**src/rtl/dmem_arbiter.sv**
```systemverilog
// Round-robin arbiter sharing one Data_Memory line port between the I-cache (port 0)
// and D-cache (port 1); one transaction at a time with a one-cycle bus gap.
module dmem_arbiter #(
    parameter int unsigned ADDR_W  = 32,
    parameter int unsigned DATA_W  = 256,
    parameter int unsigned TIMEOUT = 1023
) (
    input  logic              clk_i,
    input  logic              rst_i,
    input  logic              m0_enable_i,
    input  logic              m0_write_i,
    input  logic [ADDR_W-1:0] m0_addr_i,
    input  logic [DATA_W-1:0] m0_data_i,
    output logic              m0_ack_o,
    input  logic              m1_enable_i,
    input  logic              m1_write_i,
    input  logic [ADDR_W-1:0] m1_addr_i,
    input  logic [DATA_W-1:0] m1_data_i,
    output logic              m1_ack_o,
    output logic [DATA_W-1:0] m_data_o,
    input  logic [DATA_W-1:0] mem_data_i,
    input  logic              mem_ack_i,
    output logic              mem_enable_o,
    output logic              mem_write_o,
    output logic [ADDR_W-1:0] mem_addr_o,
    output logic [DATA_W-1:0] mem_data_o,
    output logic [1:0]        gnt_o,
    output logic              timeout_o
);

    localparam int unsigned WD_W = (TIMEOUT > 1) ? $clog2(TIMEOUT) : 1;
    localparam logic [WD_W-1:0] WD_LAST = WD_W'((TIMEOUT > 0) ? TIMEOUT - 1 : 0);

    typedef enum logic [1:0] {ARB, BUSY, GAP} state_e;

    state_e            state_q;
    logic [1:0]        gnt_q;
    logic              last_grant_q;
    logic              mem_en_q;
    logic              mem_wr_q;
    logic [ADDR_W-1:0] addr_q;
    logic [DATA_W-1:0] data_q;
    logic              timeout_q;
    logic [WD_W-1:0]   wdog_q;

    logic pick_m1;
    logic req_any;
    logic busy_ack;

    // Port 1 wins when it is alone, or when both ask and port 0 was served last.
    always_comb begin
        req_any = m0_enable_i | m1_enable_i;
        pick_m1 = m1_enable_i & (~m0_enable_i | ~last_grant_q);
    end

    always_ff @(posedge clk_i) begin
        if (rst_i) begin
            state_q      <= ARB;
            gnt_q        <= '0;
            last_grant_q <= 1'b1;
            mem_en_q     <= 1'b0;
            mem_wr_q     <= 1'b0;
            addr_q       <= '0;
            data_q       <= '0;
            timeout_q    <= 1'b0;
            wdog_q       <= '0;
        end else begin
            case (state_q)
                ARB: begin
                    if (req_any) begin
                        gnt_q        <= pick_m1 ? 2'b10 : 2'b01;
                        last_grant_q <= pick_m1;
                        mem_en_q     <= 1'b1;
                        mem_wr_q     <= pick_m1 ? m1_write_i : m0_write_i;
                        addr_q       <= pick_m1 ? m1_addr_i : m0_addr_i;
                        data_q       <= pick_m1 ? m1_data_i : m0_data_i;
                        wdog_q       <= '0;
                        state_q      <= BUSY;
                    end
                end
                BUSY: begin
                    if (mem_ack_i || (TIMEOUT != 0 && wdog_q == WD_LAST)) begin
                        // An ack on the final watchdog cycle still counts as success.
                        if (!mem_ack_i) begin
                            timeout_q <= 1'b1;
                        end
                        gnt_q    <= '0;
                        mem_en_q <= 1'b0;
                        mem_wr_q <= 1'b0;
                        state_q  <= GAP;
                    end else begin
                        wdog_q <= wdog_q + 1'b1;
                    end
                end
                GAP: begin
                    state_q <= ARB;
                end
                default: begin
                    state_q <= ARB;
                end
            endcase
        end
    end

    assign busy_ack     = (state_q == BUSY) & mem_ack_i & ~rst_i;
    assign m0_ack_o     = busy_ack & gnt_q[0];
    assign m1_ack_o     = busy_ack & gnt_q[1];
    assign m_data_o     = mem_data_i;
    assign mem_enable_o = mem_en_q;
    assign mem_write_o  = mem_wr_q;
    assign mem_addr_o   = addr_q;
    assign mem_data_o   = data_q;
    assign gnt_o        = gnt_q;
    assign timeout_o    = timeout_q;

endmodule

```
**config.mk**
```make
export PLATFORM = sky130hd
export DESIGN_NAME = dmem_arbiter
export DESIGN_NICKNAME = d
export VERILOG_FILES = /design/src/rtl/dmem_arbiter.sv
export SDC_FILE = /design/constraint.sdc
export NUM_CORES = 1
export LEC_CHECK = 0
export BUFFER_PORTS_ARGS = -buffer_cell sky130_fd_sc_hd__buf_2
export CORE_AREA = 2 2 544 546
export DETAILED_ROUTE_END_ITERATION = 10
export DIE_AREA = 0 0 546 548
export MAX_ROUTING_LAYER = met4
export PLACE_DENSITY = 0.3
export SLEW_MARGIN = 20
export SYNTH_ARGS = -nofsm -noshare
export SYNTH_HDL_FRONTEND = slang
export SYNTH_SLANG_ARGS = --single-unit
```
**constraint.sdc**
```tcl
create_clock -name clk_i -period 1.57 [get_ports clk_i]
set_clock_uncertainty 0.05 [all_clocks]
set_input_delay 0.157 -clock clk_i [delete_from_list [all_inputs] [get_ports clk_i]]
set_output_delay 0.157 -clock clk_i [all_outputs]
set_load 0.02 [all_outputs]
```
==> summary.txt, run 1 <==
Peak Freq - 498.7 MHz
status - complete, but fails checks
die area - 299200 µm²
vias per std cell - 2.721
Final Instance Count excl. Fillers - 6644
failing checks - DRC, hold timing, setup timing
RSZ-0062 raised after global routing - yes
Cells after DPL - 5860
power per cell area - 972.0 nW/µm²
first-pass GRT wire length - 172300 µm
Final Hold Viols - 1
Post-synth top flop - dfxtp_1
dominant cell by count in the synthesized netlist - dfxtp_1
Routed WL - 151900 µm
Slew Limit Fails - 0
detailed-route wire length per cell - 22.87 µm
Longest Clk Path Bufs - 3
Row Count - 199
Crit path required time - 2080 ps
Initial Util - 0.04528
peak supply drop - 0.8252 mV
post-route clock period utilization - 1.277
Crit Reg-Reg Startpoint - last_grant_q
synth cell count leaders - 306 x dfxtp_1, 293 x nor2_1, 288 x a222oi_1
total grt overflow - 0
Slew HR - 0.5456
leakage - 12.81 nW
die width - 546 µm
CP Max Fanout - 9
Final Critical Period - 2005 ps
share of cells above drive strength 1 - 0.4614
CTS sink count - 306
Die Ht - 548 µm
worst hold path type - in -> reg
crit path DAT - 2520 ps
TritonCTS Buffers - 46
fill count - 33775
number of port buffers - 877
worst slew pin tran - 679.4 ps
Syn Area/Cell - 9.729 µm²
io pins - 1390
initial antenna violation count - 8
number of antenna-violating nets in the routed design - 0
FF+latch count, synth - 306
YS warnings - 0
Residual DRC - 6
start point of the critical path - last_grant_q
Final Net Count - 3526
Placer Congestion - 0.8639
All-Layer GR Usage - 0.08933
synth unique cells - 40
Synth top area share - 0.4616
Initial DRC Count - 2548
crit end category - flop
Final setup viols - 303
Synth Instances - 1364
Cell Area, Synth - 13270 µm²
area growth from synthesis to layout - 141.4%
Pre-antenna DRT Iters - 11
CTS tree - yes
worst setup margin - -435.1 ps
number of synthesized flops with an enable pin - 0
vias in the first global route - 18304
syn nets - 2205
H-tree depth - 2
DR vias - 18080
clk_lat worst skew - 670 ps
post-synthesis async set-or-reset flop share - 0
max cap viols - 0
Synth area leader - dfxtp_1
pin count of the biggest net entering global routing - 68
post-detail-place hpwl - 109100 µm
largest cells by area after synthesis - dfxtp_1 46%, a222oi_1 22%, buf_4 15%
type of origin of the critical path - flop
core box area - 293100 µm²
sequential area share after synthesis - 0.4616
Root Buffer - clkbuf_16
hold_sp - m1_enable_i
WHS - -20.48 ps
Crit Path Class - reg -> reg
clk slew on worst S/H paths - 60 ps
==> critical path, cell delays in order, from the launching register on <==
cell and delay (ps):
dfxtp_2 320, buf_6 110, nand2b_4 130, and3_4 190
buf_12 150, buf_16 160, buf_12 170, clkbuf_16 170
a222oi_1 330, nor2_1 70
==> sequential cells by signal, indices dropped and copies added (netlist names) <==
signal        flops
mem_enable_o      1
mem_addr_o       32
mem_data_o      256
timeout_o         1
last_grant_q      1
mem_write_o       1
state_q           2
wdog_q           10
gnt_o             2
==> kinds of logic after synthesis <==
family,after synthesis,share of synthesized area
mux,2,0.001509
simple gates,336,0.1040
buf+inv,393,0.1918
compound gates,325,0.2392
flops,306,0.4616
fa+ha+maj,2,0.001885
==> metal layers <==
metal	global-route usage	routed length (µm)	up-vias
met1	0.08773	53080	8672
li1	-	-	7722
met5	-	0	-
met4	0.04324	7904	0
met3	0.06949	25680	406
met2	0.1274	65280	1280
==> through the flow <==
step                      total power, mW  worst slack [ps]  setup TNS, ps  utilization  instance area [µm²]
after floorplan                     13.02            0.5193              0            -                13270
after CTS                           29.64            -403.8         -88300      0.09979                29250
after global routing                32.79            -485.9        -106550       0.1093                32040
after detailed placement            16.23            -277.7         -51780      0.07160                20980
final                               31.14            -435.1         -80570       0.1093                32040
after global placement              16.21            -251.8         -44980      0.07160                20980
==> power breakdown <==
part           total [mW]  internal [mW]  switching, mW  leakage, nW
Clock                11.0           6.51           4.52        0.754
Combinational        10.8           5.05           5.74         9.50
Sequential           9.33           8.58          0.753         2.55
==> timing repair <==
action	in CTS	in global routing
buffers inserted	16	26
setup endpoints to repair	473	481
endpoints found under the hold margin	306	12
pin swaps	28	243
hold buffers	587	1
resized for setup	119	535
cloned	10	60
==> final cells by class <==
cell class	instances	area, µm²	share of cell area
diodes	5	12.51	0.0003905
clock buffers	70	1373	0.04284
clock inverters	13	175.2	0.005467
inverters	3	11.26	0.0003515
multi-input cells	665	4757	0.1485
flip-flops and latches	306	6266	0.1956
well taps	3919	4903	0.1530
repair buffers	1663	14540	0.4539
==> cell usage in the layout (no fill, tap or decap), drive strengths merged, types with 2 or more instances in the layout <==
master,Yosys,layout
nor3b,2,2
a222oi,288,288
diode,0,5
nand3,5,5
clkinv,0,6
nand2b,5,5
and4,2,2
inv,3,5
o21ai,3,3
o22ai,3,3
nand4b,3,3
nand2,9,9
and2,4,4
o31ai,17,17
mux2i,2,2
and3,5,5
a21oi,4,4
dfxtp,306,306
nor2,294,294
dlygate4sd3,0,586
nand4,2,2
bufinv,0,3
buf,333,1007
clkbuf,57,139
clkinvlp,0,2
a31oi,2,2
ha,2,2
a41oi,2,2
==> worst paths after layout <==
path                                         to  slack, ps  cells after the start
worst min-delay path               last_grant_q        -20                      5
worst max-delay path            mem_data_o[149]       -440                      9
worst max register to register  mem_data_o[149]       -440                      9
worst min register to register     mem_enable_o        430                      2
Power figures use the tool's default switching activity.
==> run 2: changes to the inputs <==
Settings changed: CAP_MARGIN from default to 15, CORE_AREA 2 2 544 546 to 2 2 535 537, CTS_BUF_LIST from default to sky130_fd_sc_hd__clkbuf_8, DIE_AREA 0 0 546 548 to 0 0 537 539.
==> summary.txt, run 2 <==
status - aborted with a tool error
Stop stage - detailed routing
First Err - [ERROR DRT-0255] Maze Route cannot find path of net mem_data_i[113] in worker of routeBox ( 483000 96600 ) ( 537000 144900 ).
pin count of the biggest net entering global routing - 87 (+28%)
YS warnings - 0 (unchanged)
number of synthesized flops with an enable pin - 0 (unchanged)
worst endpoint type - top-level output
All-Layer GR Usage - 0.09975 (+0.01042)
syn nets - 2205 (unchanged)
TritonCTS Buffers - 75 (+63%)
Row Count - 196 (-1.5%)
GRT repair_timing worst endpoint - m1_ack_o
Initial Util - 0.04673 (+0.001447)
first-pass GRT wire length - 187900 µm (+9.0%)
largest cells by area after synthesis - dfxtp_1 46%, a222oi_1 22%, buf_4 15%
number of port buffers - 877 (unchanged)
cts hold-fix bufs - 1072 (+83%)
Longest Clk Path Bufs - 4 (+1)
post-detail-place hpwl - 109200 µm (about the same)
Placer Congestion - 0.8518 (-1.4%)
CTS sink count - 306 (unchanged)
Cell Area, Synth - 13270 µm² (unchanged)
synth cell count leaders - 306 x dfxtp_1, 293 x nor2_1, 288 x a222oi_1
dominant cell by count in the synthesized netlist - dfxtp_1
Synth area leader - dfxtp_1
sequential area share after synthesis - 0.4616 (unchanged)
Die Ht - 539 µm (-1.6%)
Syn Area/Cell - 9.729 µm² (unchanged)
die width - 537 µm (-1.6%)
synth unique cells - 40 (unchanged)
FF+latch count, synth - 306 (unchanged)
io pins - 1390 (unchanged)
Synth top area share - 0.4616 (unchanged)
initial antenna violation count - 24 (+16)
post-synthesis async set-or-reset flop share - 0 (unchanged)
Synth Instances - 1364 (unchanged)
H-tree depth - 3 (+1)
vias in the first global route - 20901 (+14%)
total grt overflow - 0 (unchanged)
Cells after DPL - 5707 (-2.6%)
Root Buffer - clkbuf_8
Post-synth top flop - dfxtp_1
run 2: cell families after synthesis:
logic type	after synthesis	share of synthesized area
flip-flops	306	0.4616
AO/OA/AOI/OAI	325	0.2392
AND/OR/NAND/NOR	336	0.1040
multiplexers	2	0.001509
buffers and inverters	393	0.1918
adder cells (fa/ha/maj)	2	0.001885
run 2: what timing repair did:
| item | 4_1_cts | 5_1_grt |
|---|---|---|
| setup endpoints to repair | 579 | 599 |
| resized for setup | 622 | 777 |
| setup buffers | 38 | 41 |
| pin swaps | 105 | 169 |
| cloned | 21 | 47 |
| hold endpoints to repair | 306 | 93 |
run 2: routing by layer:
metal  track usage
met1       0.09773
met2        0.1429
met5             -
met3       0.06859
met4       0.06210
run 2: per-stage QoR:
| stage | util | area [µm²] | worst slack [ps] |
|---|---|---|---|
| 2_1_floorplan | - | 13270 | 0.5193 |
| 3_3_place_gp | 0.07361 | 20900 | -286.9 |
| 3_5_place_dp | 0.07361 | 20900 | -256.5 |
| 4_1_cts | 0.1268 | 36010 | -626.5 |
| 5_1_grt | 0.1383 | 39290 | -641.3 |
==> run 3: changes to the inputs <==
Settings changed: CTS_BUF_LIST sky130_fd_sc_hd__clkbuf_8 to default, MAX_ROUTING_LAYER met4 to default, PLACE_DENSITY 0.3 to default, PLACE_DENSITY_LB_ADDON from default to 0.15.
Clock period 1.57 ns to 2.05 ns, I/O delays scaled along.
==> summary.txt, run 3 (same netlist as run 1, synthesis figures left out) <==
Routed WL - 139200 µm
M3 GR Usage - 0.04849 (-0.02010)
number of port buffers - 877 (unchanged)
Placer Congestion - 0.7601 (-11%)
Row Count - 196 (unchanged)
post-detail-place hpwl - 111000 µm (+1.7%)
detailed-route wire length per cell - 21.73 µm
All-Layer GR Usage - 0.08769 (-0.01206)
first-pass GRT wire length - 168400 µm (-10%)
fill count - 33066
initial antenna violation count - 16 (-33%)
vias in the first global route - 17601 (-16%)
Slew Limit Fails - 0
Final setup viols - 0
leakage - 11.82 nW
type of origin of the critical path - flop
Core Util, Final - 0.1013
post-route clock period utilization - 0.9872
DR vias - 16878
Crit Path Class - reg -> reg
H-tree depth - 2 (-1)
Die Ht - 539 µm (unchanged)
die area - 289400 µm²
Initial DRC Count - 1782
die width - 537 µm (unchanged)
Crit path required time - 2540 ps
Initial Util - 0.04673 (unchanged)
Final Critical Period - 2024 ps
worst slew pin tran - 460.9 ps
area growth from synthesis to layout - 116.8%
final instance area - 28770 µm²
GR Util met1 - 0.09175 (-0.005976)
Pre-antenna DRT Iters - 11
most common cell after layout, fill and taps aside - buf_2
TritonCTS Buffers - 48 (-36%)
placed inst area - 20860 µm² (-0.23%)
io pins - 1390 (unchanged)
Final Power - 22.24 mW
total grt overflow - 0 (unchanged)
crit path DAT - 2520 ps
met2 Use GR - 0.1360 (-0.006887)
failing checks - DRC
vias per std cell - 2.635
Root Buffer - clkbuf_16
status - complete, but fails checks
number of antenna-violating nets in the routed design - 0
clk_lat worst skew - 670 ps
Longest Clk Path Bufs - 3 (-1)
power per cell area - 773.1 nW/µm²
pin count of the biggest net entering global routing - 60 (-31%)
RSZ-0062 raised after global routing - yes
core box area - 284000 µm²
max cap viols - 0
Final Net Count - 3444
Peak Freq - 494.1 MHz
CP Max Fanout - 11
clk slew on worst S/H paths - 60 ps
number of flip-flops in the largest register - 256
share of cells above drive strength 1 - 0.4125
CTS tree - yes
Final Hold Viols - 0
worst hold path type - in -> reg
GR peak layer - met2
CTS sink count - 306 (unchanged)
crit end category - flop
peak supply drop - 0.5732 mV
most frequent cells in the layout - 874 x buf_2, 583 x dlygate4sd3_1, 303 x dfxtp_1, 293 x nor2_1, 288 x a222oi_1
Slew HR - 0.6949
Residual DRC - 1
[run 3: path summary, 6_finish.rpt]
path                       from              end  slack (ps)  cells past startpoint
setup / recovery     state_q[0]  mem_data_o[201]          30                      7
hold / removal    m0_data_i[31]   mem_data_o[31]         230                      4
setup reg to reg     state_q[0]  mem_data_o[201]          30                      7
hold reg to reg     mem_write_o      mem_write_o         430                      2
[run 3: timing repair]
action                     CTS  global route
setup endpoints to repair    3            63
hold buffers               583             0
resized for setup            9            19
hold endpoints to repair   302             0
pin swaps                    2            39
cloned                       0            14
buffers inserted             2             7
[run 3: critical path, stage by stage, from the launching register on]
cell and delay [ps]:
dfxtp_4 340, buf_6 130, nor2_4 220, nand2_8 170, buf_12 220, clkbuf_16 240, a222oi_1 340, nor2_1 90
[run 3: routing by layer]
layer / part of all wire / wire length [µm] / vias to the layer above
met5: 0.00066 / 92 / -
met4: 0.063 / 8737 / 4
met3: 0.13 / 17970 / 323
met2: 0.44 / 61820 / 1002
met1: 0.36 / 50590 / 7998
li1: - / - / 7551
[run 3: where the power goes]
part | total [mW] | switching [mW] | internal [mW]
clock | 8.73 | 3.65 | 5.08
combinational | 6.44 | 3.73 | 2.72
sequential | 7.07 | 0.525 | 6.54
total | 22.2 | 7.90 | 14.3
[run 3: cell type report]
cell class / instances / area, µm² / area share
Clock buffer: 67 / 1383 / 0.04805
Antenna cell: 4 / 10.01 / 0.0003479
Clock inverter: 20 / 217.7 / 0.007567
Multi-Input combinational cell: 666 / 4646 / 0.1615
Inverter: 3 / 11.26 / 0.0003914
Timing Repair Buffer: 1578 / 11660 / 0.4054
Tap cell: 3762 / 4707 / 0.1636
Sequential cell: 306 / 6132 / 0.2131
[run 3: metrics by stage]
step           hold WS [ps]  cells  worst slack [ps]  setup TNS, ps
5_1_grt               189.3   6404            -35.52         -363.4
3_5_place_dp          360.1   5711             128.3              0
6_report              230.6   6406             26.18              0
3_3_place_gp          360.1   5711             116.9              0
4_1_cts               121.2   6382             6.551              0
2_1_floorplan         305.4   1364             402.9              0
